$ cat src/rtl/input_conditioner.sv
// Purpose : per-channel synchroniser, debounce filter, edge pulses and sticky request latch.
// Latency : SYNC_STAGES + DEBOUNCE_CYCLES edges from a stable raw_in change to level_out/pulses/latch.
// Backpr. : none; the consumer clears req_latched at its own pace, and a new rise always wins over clear.
//
// Ports:
//   clock        rising-edge system clock
//   reset        asynchronous active-low reset, clears all state
//   raw_in       unsynchronised external inputs, one bit per channel
//   clear        synchronous active-high clear of req_latched, per channel
//   level_out    debounced, synchronised level
//   rise_pulse   one-cycle pulse on level_out 0->1
//   fall_pulse   one-cycle pulse on level_out 1->0
//   req_latched  sticky request, set by a rise, held until cleared
module input_conditioner #(
  parameter  int CHANNELS        = 4,
  parameter  int SYNC_STAGES     = 2,
  parameter  int DEBOUNCE_CYCLES = 4,
  localparam int CNT_W           = $clog2(DEBOUNCE_CYCLES + 1)
) (
  input  logic                clock,
  input  logic                reset,
  input  logic [CHANNELS-1:0] raw_in,
  input  logic [CHANNELS-1:0] clear,
  output logic [CHANNELS-1:0] level_out,
  output logic [CHANNELS-1:0] rise_pulse,
  output logic [CHANNELS-1:0] fall_pulse,
  output logic [CHANNELS-1:0] req_latched
);

  for (genvar ch = 0; ch < CHANNELS; ch++) begin : g_ch
    logic [SYNC_STAGES-1:0] sync_q;
    logic [CNT_W-1:0]       cnt_q;
    logic [CNT_W-1:0]       cnt_nxt;
    logic                   level_q;
    logic                   level_nxt;
    logic                   rise_q;
    logic                   fall_q;
    logic                   req_q;
    logic                   rise_nxt;
    logic                   fall_nxt;
    logic                   sync_s;

    assign sync_s = sync_q[SYNC_STAGES-1];

    // Count consecutive cycles of disagreement; any agreeing cycle restarts
    // the count, and the count is consumed when the level flips, so it can
    // never run past DEBOUNCE_CYCLES-1.
    always_comb begin
      cnt_nxt   = '0;
      level_nxt = level_q;
      if (sync_s != level_q) begin
        if (cnt_q == CNT_W'(DEBOUNCE_CYCLES - 1)) begin
          level_nxt = sync_s;
        end else begin
          cnt_nxt = cnt_q + 1'b1;
        end
      end
    end

    assign rise_nxt = level_nxt & ~level_q;
    assign fall_nxt = ~level_nxt & level_q;

    always_ff @(posedge clock or negedge reset) begin
      if (!reset) begin
        sync_q  <= '0;
        cnt_q   <= '0;
        level_q <= 1'b0;
        rise_q  <= 1'b0;
        fall_q  <= 1'b0;
        req_q   <= 1'b0;
      end else begin
        sync_q  <= {sync_q[SYNC_STAGES-2:0], raw_in[ch]};
        cnt_q   <= cnt_nxt;
        level_q <= level_nxt;
        rise_q  <= rise_nxt;
        fall_q  <= fall_nxt;
        // A rise on the same edge as clear keeps the request so it is never lost.
        req_q   <= rise_nxt | (req_q & ~clear[ch]);
      end
    end

    assign level_out[ch]   = level_q;
    assign rise_pulse[ch]  = rise_q;
    assign fall_pulse[ch]  = fall_q;
    assign req_latched[ch] = req_q;
  end

endmodule
$ cat config.mk
export PLATFORM = sky130hd
export DESIGN_NAME = input_conditioner
export DESIGN_NICKNAME = d
export VERILOG_FILES = /design/src/rtl/input_conditioner.sv
export SDC_FILE = /design/constraint.sdc
export NUM_CORES = 1
export LEC_CHECK = 0
export BUFFER_PORTS_ARGS = -buffer_cell sky130_fd_sc_hd__buf_2
export CORE_MARGIN = 2
export CORE_UTILIZATION = 53
export DETAILED_ROUTE_END_ITERATION = 7
export GPL_TIMING_DRIVEN = 0
export PLACE_DENSITY = 0.82
export SLEW_MARGIN = 20
export SYNTH_ARGS = -nofsm -noshare
export SYNTH_HDL_FRONTEND = slang
export SYNTH_SLANG_ARGS = --single-unit
$ cat constraint.sdc
create_clock -name clock -period 1.35 [get_ports clock]
set_input_delay 0.2025 -clock clock [delete_from_list [all_inputs] [get_ports clock]]
set_output_delay 0.2025 -clock clock [all_outputs]
set_load 0.05 [all_outputs]
==> summary.txt, run 1 <==
Critical Path RT -> 1.15 ns
Ys Warns -> 0
Tightest Pin Transition -> 0.7574 ns
Sw power -> 1.123 mW
Met2 Wirelength -> 917 µm
Largest net degree at the start of global routing -> 37
1st-iter DRT viols -> 9
RSZ-0062 raised after global routing -> no
Initial cell density of the core -> 56.46%
Hold Vio Cnt, Final -> 0
Count of buffers from port buffering -> 25
CTS tree -> yes
Vias -> 796
Leakage power -> 0.8706 nW
WS Path Type -> reg2out
Flop pwr share -> 45.0%
Longest Clk Path Bufs -> 2
Core area -> 2500 µm²
Avg WL per Cell -> 11.07 µm
Metal3 WL -> 118 µm
Worst Hold Class -> in2reg
Initial antenna violation count -> 0
Arr. time, crit path -> 1.09 ns
GRT Residual Overflow -> 0
Combinational cell fraction of total power -> 37.2%
Total of max-cap violations -> 0
Top Ports -> 26
Die Area -> 3092 µm²
CP Launch Type -> register
Number of H-tree levels -> 2
Post-synth cell types -> 12
Minimum clock period -> 1.296 ns
ANT cells -> 0
GP Congestion -> 0.6792
Detailed Routing Iterations Pass 1 -> 4
Vias per cell -> 4.682
Final setup vio count -> 0
Peak supply drop -> 1.146 mV
Antenna-violating nets left -> 0
Status -> complete, no violations
Final Util -> 68.57%
Sw frac -> 35.85%
Crit-path max cell delay -> 0.43 ns
Share of cells above drive strength 1 -> 39.29%
Crit-path leading delay family -> flip-flops
Pwr per Cell Area -> 1827 nW/µm²
Worst-path clk slew -> 0.11 ns
Area Growth Syn to Fin -> 21.45%
R2r setup slk -> 0.15 ns
Crit-path max FO -> 5
Cell row count -> 18
Num CTS Buffers -> 5
Final Slew Violations -> 0
Die W -> 55.61 µm
Setup tns final -> 0 ns
Top Layer Used -> met4
Critical Path End Type -> output pin
Critical path buffer and inverter count -> 2
Vias in the first global route -> 768
Root Driver -> clkbuf_4
Drt drc -> 0
Num Clock Sinks -> 36
Total global-route track usage -> 13.68%
First-pass GRT wire length -> 3263 µm
Slew headroom -> 49.51%
Clock power frac -> 17.7%
Syn_area_per_cell -> 14.11 µm²
Max Freq -> 771.4 MHz
Routed WL -> 1882 µm
Worst Skew -> 0.006742 ns
P_int -> 2.009 mW
# nets final -> 153
Worst-path cell chain -> buf_4 > clkbuf_4
CP max-delay cell -> dfrtp_1
Post-DP HPWL -> 1347 µm
Met1 WL -> 827 µm
Mapped cell area -> 1411 µm²
Syn nets -> 114
Register bit total from synthesis -> 36
Register area share after synthesis -> 63.83%
Synthesized instance count -> 100
Period utilization -> 96.02%
Total power -> 3.132 mW
Chip Height -> 55.61 µm
Clk_lat worst skew -> 0.33 ns
worst paths after layout:
path / start / cells after the start / endpoint
setup / recovery: g_ch[0].level_q$_DFF_PN0_ / 2 / level_out[0]
setup reg to reg: g_ch[3].cnt_q[0]$_DFF_PN0_ / 3 / g_ch[3].level_q$_DFF_PN0_
min in group asynchronous: reset / 2 / g_ch[1].cnt_q[0]$_DFF_PN0_
hold / removal: clear[3] / 2 / g_ch[3].req_q$_DFF_PN0_
hold reg to reg: g_ch[0].sync_q[0]$_DFF_PN0_ / 0 / g_ch[0].sync_q[1]$_DFF_PN0_
max in group asynchronous: reset / 2 / g_ch[3].level_q$_DFF_PN0_
stage by stage:
step	cells	instance area (µm²)	hold WS [ns]	setup slack (ns)
finish	170	1714	0.04087	0.05372
global route	170	1714	0.02841	0.0007382
CTS	168	1690	0.01434	0.01142
detailed placement	155	1574	0.3118	0.1666
global placement	155	1574	0.3082	0.2082
floorplan	100	1411	-0.09309	0.2369
flip-flops by register name (all words and copies together) (netlist names):
signal and cells:
g_ch.cnt_q 12, g_ch.fall_q 4, g_ch.level_q 4, g_ch.req_q 4
g_ch.rise_q 4, g_ch.sync_q 8
cell usage in the layout (no fill, tap or decap):
master	netlist	layout
buf_2	0	21
nand2b_4	4	4
dfrtp_1	36	36
o22ai_1	4	4
nor3b_1	12	12
and3b_1	4	4
nand2b_1	4	4
ha_1	4	4
clkinv_4	0	1
buf_4	16	19
xnor2_1	4	4
buf_6	0	1
clkinvlp_4	0	2
mux2_1	4	4
inv_1	4	4
dlygate4sd3_1	0	5
clkbuf_4	0	7
nor2_1	4	4
worst reg2reg max path, stage by stage (launching register included):
cell and delay, ns:
dfrtp_1 0.41, ha_1 0.25, nand2b_4 0.11, mux2_1 0.32
cells in the mapped netlist:
master	n	area (µm²)
nand2b_4	4	55.05
dfrtp_1	36	900.9
o22ai_1	4	25.02
nor2_1	4	15.01
inv_1	4	15.01
nor3b_1	12	90.09
and3b_1	4	35.03
nand2b_1	4	25.02
buf_4	16	120.1
ha_1	4	50.05
xnor2_1	4	35.03
mux2_1	4	45.04
power by group through the flow:
stage / sequential, mW / combinational, mW / clock (mW)
finish: 1.41 / 1.17 / 0.556
detailed placement: 1.44 / 1.07 / 0
global route: 1.44 / 1.28 / 0.625
floorplan: 1.41 / 0.879 / 0
global placement: 1.42 / 1.02 / 0
CTS: 1.42 / 1.10 / 0.591
metal layers:
metal | track usage [%] | vias up
met5 | 0 | -
met4 | 5.226 | 0
met3 | 6.047 | 3
met2 | 21.94 | 23
met1 | 16.22 | 375
li1 | - | 395
layout make-up:
class / instances / area (µm²)
plain buffers: 16 / 120.1
clock buffers: 5 / 37.54
clock inverters: 3 / 23.77
fillers: 184 / 785.8
inverters: 4 / 15.01
multi-input cells: 44 / 375.4
flip-flops and latches: 36 / 900.9
well taps: 30 / 37.54
repair buffers: 32 / 203.9
cells by family (layout without fill, tap and decap cells):
logic type	count (synthesis)	after routing	synth area share, %
flops	36	36	63.83
simple gates	28	28	15.60
buf+inv	20	60	9.574
fa+ha+maj	4	4	3.546
compound gates	4	4	1.773
xor+xnor	4	4	2.482
mux	4	4	3.191
timing repair:
| item | in CTS | in global routing |
|---|---|---|
| endpoints found under the setup margin | 2 | 4 |
| hold buffers | 5 | 0 |
| buffers inserted | 0 | 2 |
| hold endpoints to repair | 40 | 0 |
| gates resized for setup | 2 | 3 |
Note: power is estimated with default switching activity, not from simulation.
==> inputs of run 2 (changes only) <==
==> config.mk (replaced) <==
export PLATFORM = sky130hd
export DESIGN_NAME = input_conditioner
export DESIGN_NICKNAME = d
export VERILOG_FILES = /design/src/rtl/input_conditioner.sv
export SDC_FILE = /design/constraint.sdc
export NUM_CORES = 1
export LEC_CHECK = 0
export CORE_MARGIN = 2
export CORE_UTILIZATION = 60
export DETAILED_ROUTE_END_ITERATION = 7
export DONT_BUFFER_PORTS = 1
export GPL_TIMING_DRIVEN = 0
export PLACE_DENSITY = 0.81
export SLEW_MARGIN = 15
export SYNTH_ARGS = -nofsm -noshare
export SYNTH_HDL_FRONTEND = slang
export SYNTH_SLANG_ARGS = --single-unit
==> run 2 against run 1 <==
- worst setup slack better by 0.096 ns
- fmax is 8.0% higher
- count of clock-buffer cells in the layout grew 1
- wire length is 2.0% lower
- via count fell by 8.2%
- design area is 4.7% lower
- sequential share of layout area grew 2.6 points
- flip-flop and latch count unchanged
- critical path type is now reg2reg
- global-route usage increased by 3.5 points
- hold slack gained 0.32 ns
- largest cell class unchanged
==> summary.txt, run 2 (same netlist as run 1, synthesis figures left out) <==
Worst r2r path cells -> 3
Final Util -> 73.81%
Leakage power -> 0.7797 nW
Tightest Pin Transition -> 0.2672 ns
Post-DP HPWL -> 1234 µm
Crit-path max FO -> 6
Clk_lat worst skew -> 0.32 ns
Arr. time, crit path -> 1.41 ns
Max Freq -> 832.9 MHz
Worst-path clk slew -> 0.10 ns
First-pass GRT wire length -> 3201 µm
Hold Vio Cnt, Final -> 0
Top flop regs -> g_ch.cnt_q (12), g_ch.sync_q (8)
WS Path Type -> reg2reg
CTS resizes -> 0
Die Area -> 2756 µm²
Most frequent cells in the layout -> dfrtp_1 (36), buf_4 (16), nor3b_1 (12)
Hold Slack -> 0.3577 ns
Longest Clk Path Bufs -> 2
Worst Skew -> 0.007493 ns
Total of max-cap violations -> 0
Total global-route track usage -> 17.14%
Vias per cell -> 5.007
Core area -> 2212 µm²
Drt drc -> 0
Num Clock Sinks -> 36
Root Driver -> clkbuf_4
Initial cell density of the core -> 63.80%
ANT cells -> 0
Number of H-tree levels -> 2
Final Worst Setup Slack -> 0.1494 ns
Initial antenna violation count -> 0
Detailed Routing Iterations Pass 1 -> 3
Routed WL -> 1844 µm
Cell row count -> 17
Chip Height -> 52.50 µm
Avg WL per Cell -> 12.63 µm
Area Growth Syn to Fin -> 15.69%
Crit-path max cell delay -> 0.40 ns
Antenna-violating nets left -> 0
Worst-path cell chain -> ha_1 > nand2b_4 > mux2_1
Top Ports -> 26
Largest net degree at the start of global routing -> 37
Pwr per Cell Area -> 1920 nW/µm²
GP Congestion -> 0.6887
Pre-CTS setup slack -> 0.1646 ns
Worst r2r src -> g_ch[1].cnt_q[0]$_DFF_PN0_
GRT Residual Overflow -> 0
Commonest non-fill, non-tap cell in the layout -> dfrtp_1
CP max-delay cell -> dfrtp_1
1st-iter DRT viols -> 8
Worst Hold Class -> in2async
Count of buffers from port buffering -> 0
Critical Path End Type -> register
Vias in the first global route -> 712
Reg-to-reg critical path endpoint -> g_ch[1].level_q$_DFF_PN0_
RSZ-0062 raised after global routing -> no
Most flop-heavy register -> g_ch.cnt_q
Share of cells above drive strength 1 -> 23.73%
Status -> complete, no violations
Period utilization -> 88.93%
CP Launch Type -> register
Vias -> 731
Post-CTS Setup Bufs -> 0
Max reg flops -> 12
Critical Path RT -> 1.56 ns
Slew headroom -> 82.06%
R2r setup slk -> 0.15 ns
# nets final -> 131
Num CTS Buffers -> 5
Die W -> 52.50 µm
Peak supply drop -> 1.382 mV
CTS tree -> yes
# hold bufs at CTS -> 10
Minimum clock period -> 1.201 ns
Setup tns final -> 0 ns
Final Slew Violations -> 0
Final setup vio count -> 0
run 2: changes by cell type in the layout (fill, tap and decap cells not counted), sizes merged:
cell	change
dlygate4sd3	+4
buf	-24
clkbuf	-1
bufinv	+1
clkinvlp	-2
run 2: critical path, delay by kind of cell, from the launching register on:
| kind | cells | cell delay (ns) |
|---|---|---|
| adder cells (fa/ha/maj) | 1 | 0.25 |
| multiplexers | 1 | 0.33 |
| AND/OR/NAND/NOR | 1 | 0.11 |
| flip-flops | 1 | 0.40 |
run 2: power by group:
group / switching [mW] / internal [mW] / total, mW
registers: 0.142 / 1.28 / 1.42
logic: 0.600 / 0.405 / 1.01
clock network: 0.321 / 0.388 / 0.709
run 2: area by class of cell:
type / instances / area [µm²]
Timing Repair Buffer: 10 / 110.1
Tap cell: 28 / 35.03
Buffer: 16 / 120.1
Inverter: 4 / 15.01
Clock buffer: 6 / 41.29
Sequential cell: 36 / 900.9
Clock inverter: 2 / 35.03
Fill cell: 163 / 579.3
Multi-Input combinational cell: 44 / 375.4
run 2: metal layers:
| metal | up-vias | global-route usage [%] | share of wire, % |
|---|---|---|---|
| li1 | 355 | - | - |
| met4 | 0 | 7.692 | 2.1 |
| met5 | - | 0 | 0 |
| met2 | 19 | 26.04 | 50 |
| met3 | 7 | 8.286 | 6.3 |
| met1 | 350 | 20.59 | 42 |
run 2: per-stage QoR:
stage                     instance area [µm²]  std cells  power, mW
final                                    1633        146      3.134
after global routing                     1633        146      3.341
after CTS                                1633        146      3.180
after detailed placement                 1446        128      2.409
after global placement                   1446        128      2.345
after floorplan                          1411        100      2.284
run 2: how the worst max path moves through the flow:
| stage | slack, ns | from | endpoint | cells past startpoint |
|---|---|---|---|---|
| after global placement | 0.21 | g_ch[2].cnt_q[0]$_DFF_PN0_ | g_ch[2].level_q$_DFF_PN0_ | 3 |
| after CTS | 0.14 | g_ch[1].cnt_q[0]$_DFF_PN0_ | g_ch[1].level_q$_DFF_PN0_ | 3 |
| after detailed placement | 0.16 | g_ch[1].cnt_q[0]$_DFF_PN0_ | g_ch[1].level_q$_DFF_PN0_ | 3 |
| after floorplan | 0.24 | g_ch[0].cnt_q[0]$_DFF_PN0_ | g_ch[0].level_q$_DFF_PN0_ | 3 |
| final | 0.15 | g_ch[1].cnt_q[0]$_DFF_PN0_ | g_ch[1].level_q$_DFF_PN0_ | 3 |
| after global routing | 0.09 | g_ch[1].cnt_q[0]$_DFF_PN0_ | g_ch[1].level_q$_DFF_PN0_ | 3 |
==> inputs of run 3 (changes only) <==
--- a/config.mk
+++ b/config.mk
@@ -10,7 +10,7 @@
 export DETAILED_ROUTE_END_ITERATION = 7
 export DONT_BUFFER_PORTS = 1
 export GPL_TIMING_DRIVEN = 0
-export PLACE_DENSITY = 0.81
+export PLACE_DENSITY = 0.87
 export SLEW_MARGIN = 15
 export SYNTH_ARGS = -nofsm -noshare
 export SYNTH_HDL_FRONTEND = slang
==> run 3 against run 2 <==
- critical endpoint is now g_ch[2].level_q$_DFF_PN0_
- register-to-register slack improved by 0.02 ns
- clock skew rose by 0.0041 ns
- cell count did not move
- largest cell class unchanged
- via count fell by 4.4%
==> summary.txt, run 3 (same netlist as run 1, synthesis figures left out) <==
Status -> complete, no violations
Num Clock Sinks -> 36
Critical Path End Type -> register
Combinational cell fraction of total power -> 33.6%
Setup tns final -> 0 ns
Vias in the first global route -> 744
Vias per cell -> 4.788
Drt drc -> 0
Critical Path RT -> 1.56 ns
Pwr per Cell Area -> 1849 nW/µm²
Busiest grt layer -> met2
Avg WL per Cell -> 12.75 µm
Slew headroom -> 83.36%
Longest Clk Path Bufs -> 2
CP max-delay cell -> dfrtp_1
Final Worst Setup Slack -> 0.1694 ns
Die W -> 52.50 µm
Hold Vio Cnt, Final -> 0
Hold Slack -> 0.3224 ns
R2r setup slk -> 0.17 ns
Period utilization -> 87.45%
Crit-path max cell delay -> 0.40 ns
Vias -> 699
Met3 global-route usage -> 5.143%
Most flop-heavy register -> g_ch.cnt_q
Worst r2r path cells -> 3
1st-iter DRT viols -> 7
P_int -> 1.939 mW
Commonest non-fill, non-tap cell in the layout -> dfrtp_1
Worst-path cell chain -> ha_1 > nand2b_4 > mux2_1
GR Util met1 -> 19.45%
Total of max-cap violations -> 0
CTS tree -> yes
Area Growth Syn to Fin -> 14.45%
RSZ-0062 raised after global routing -> no
Chip Height -> 52.50 µm
Top flop regs -> g_ch.cnt_q (12), g_ch.sync_q (8)
CP startpoint -> g_ch[2].cnt_q[0]$_DFF_PN0_
Crit-path max FO -> 6
Max Freq -> 847.0 MHz
Leakage power -> 0.7700 nW
Clock power frac -> 19.0%
Final Slew Violations -> 0
Final setup vio count -> 0
Most frequent cells in the layout -> dfrtp_1 (36), buf_4 (16), nor3b_1 (12)
Antenna-violating nets left -> 0
Root Driver -> clkbuf_4
Detailed Routing Iterations Pass 1 -> 2
Clk_lat worst skew -> 0.32 ns
Worst Skew -> 0.01163 ns
Met2 usage -> 28.13%
Post-DP HPWL -> 1249 µm
Total global-route track usage -> 17.28%
Sw power -> 1.048 mW
Largest net degree at the start of global routing -> 37
Count of buffers from port buffering -> 0
WS Path Type -> reg2reg
Max reg flops -> 12
Routed WL -> 1862 µm
Initial antenna violation count -> 0
# nets final -> 131
Number of H-tree levels -> 2
Total power -> 2.987 mW
Flop pwr share -> 47.4%
GRT Residual Overflow -> 0
Worst Hold Class -> in2async
Pre-CTS setup slack -> 0.1725 ns
Cell row count -> 17
Arr. time, crit path -> 1.39 ns
Initial cell density of the core -> 63.80%
Worst r2r src -> g_ch[2].cnt_q[0]$_DFF_PN0_
Sw frac -> 35.08%
Die Area -> 2756 µm²
Peak supply drop -> 1.244 mV
Critical Path Sink -> g_ch[2].level_q$_DFF_PN0_
Core area -> 2212 µm²
Reg-to-reg critical path endpoint -> g_ch[2].level_q$_DFF_PN0_
ANT cells -> 0
Num CTS Buffers -> 5
Share of cells above drive strength 1 -> 22.88%
CP Launch Type -> register
First-pass GRT wire length -> 3222 µm
Tightest Pin Transition -> 0.2478 ns
Post-CTS Setup Bufs -> 0
Minimum clock period -> 1.181 ns
Top Ports -> 26
GP Congestion -> 0.7004
Final Util -> 73.02%
Worst-path clk slew -> 0.10 ns
[run 3: changes by cell type in the layout (fill, tap and decap cells not counted)]
cell | previous run | this run
bufinv_16 | 1 | 0
clkbuf_1 | 1 | 2
clkbuf_8 | 0 | 1
clkinv_2 | 1 | 0
[run 3: worst min-delay path by stage]
stage | slack [ns] | from | cells past startpoint | end
after detailed placement | -0.09 | reset | 0 | g_ch[0].fall_q$_DFF_PN0_
final | 0.32 | reset | 2 | g_ch[0].rise_q$_DFF_PN0_
after CTS | 0.31 | reset | 2 | g_ch[2].req_q$_DFF_PN0_
after global routing | 0.33 | reset | 2 | g_ch[0].rise_q$_DFF_PN0_
after global placement | -0.09 | reset | 0 | g_ch[0].rise_q$_DFF_PN0_
after floorplan | -0.09 | reset | 0 | g_ch[0].cnt_q[0]$_DFF_PN0_
[run 3: metal layers]
metal,part of all wire (%),vias to the layer above
met5,0,-
met3,4.8,2
met4,1.3,0
met2,50,18
li1,-,353
met1,44,326
[run 3: repair_timing]
action | in CTS | in global routing
hold endpoints to repair | 44 | 0
hold buffers | 10 | 0
resized for setup | 0 | 0
[run 3: area by class of cell]
type	count	area [µm²]
sequential	36	900.9
fill	162	596.8
multi-input combinational	44	375.4
buffer	16	120.1
timing repair buffer	10	110.1
clock buffer	8	58.81
tap	28	35.03
inverter	4	15.01
[run 3: power groups by stage]
stage	logic [mW]	clock network, mW	registers (mW)
6_report	1.00	0.569	1.42
5_1_grt	1.09	0.634	1.44
4_1_cts	1.02	0.597	1.42
3_5_place_dp	0.966	0	1.44
3_3_place_gp	0.917	0	1.43
2_1_floorplan	0.879	0	1.41
[run 3: metrics by stage]
step	instance area, µm²	std cells
floorplan	1411	100
global placement	1446	128
detailed placement	1446	128
CTS	1615	146
global route	1615	146
finish	1615	146
[run 3: critical path: cells and delay by family (launching register included)]
| kind | cells | cell delay, ns |
|---|---|---|
| AND/OR/NAND/NOR | 1 | 0.10 |
| adder cells (fa/ha/maj) | 1 | 0.24 |
| flip-flops | 1 | 0.40 |
| multiplexers | 1 | 0.32 |
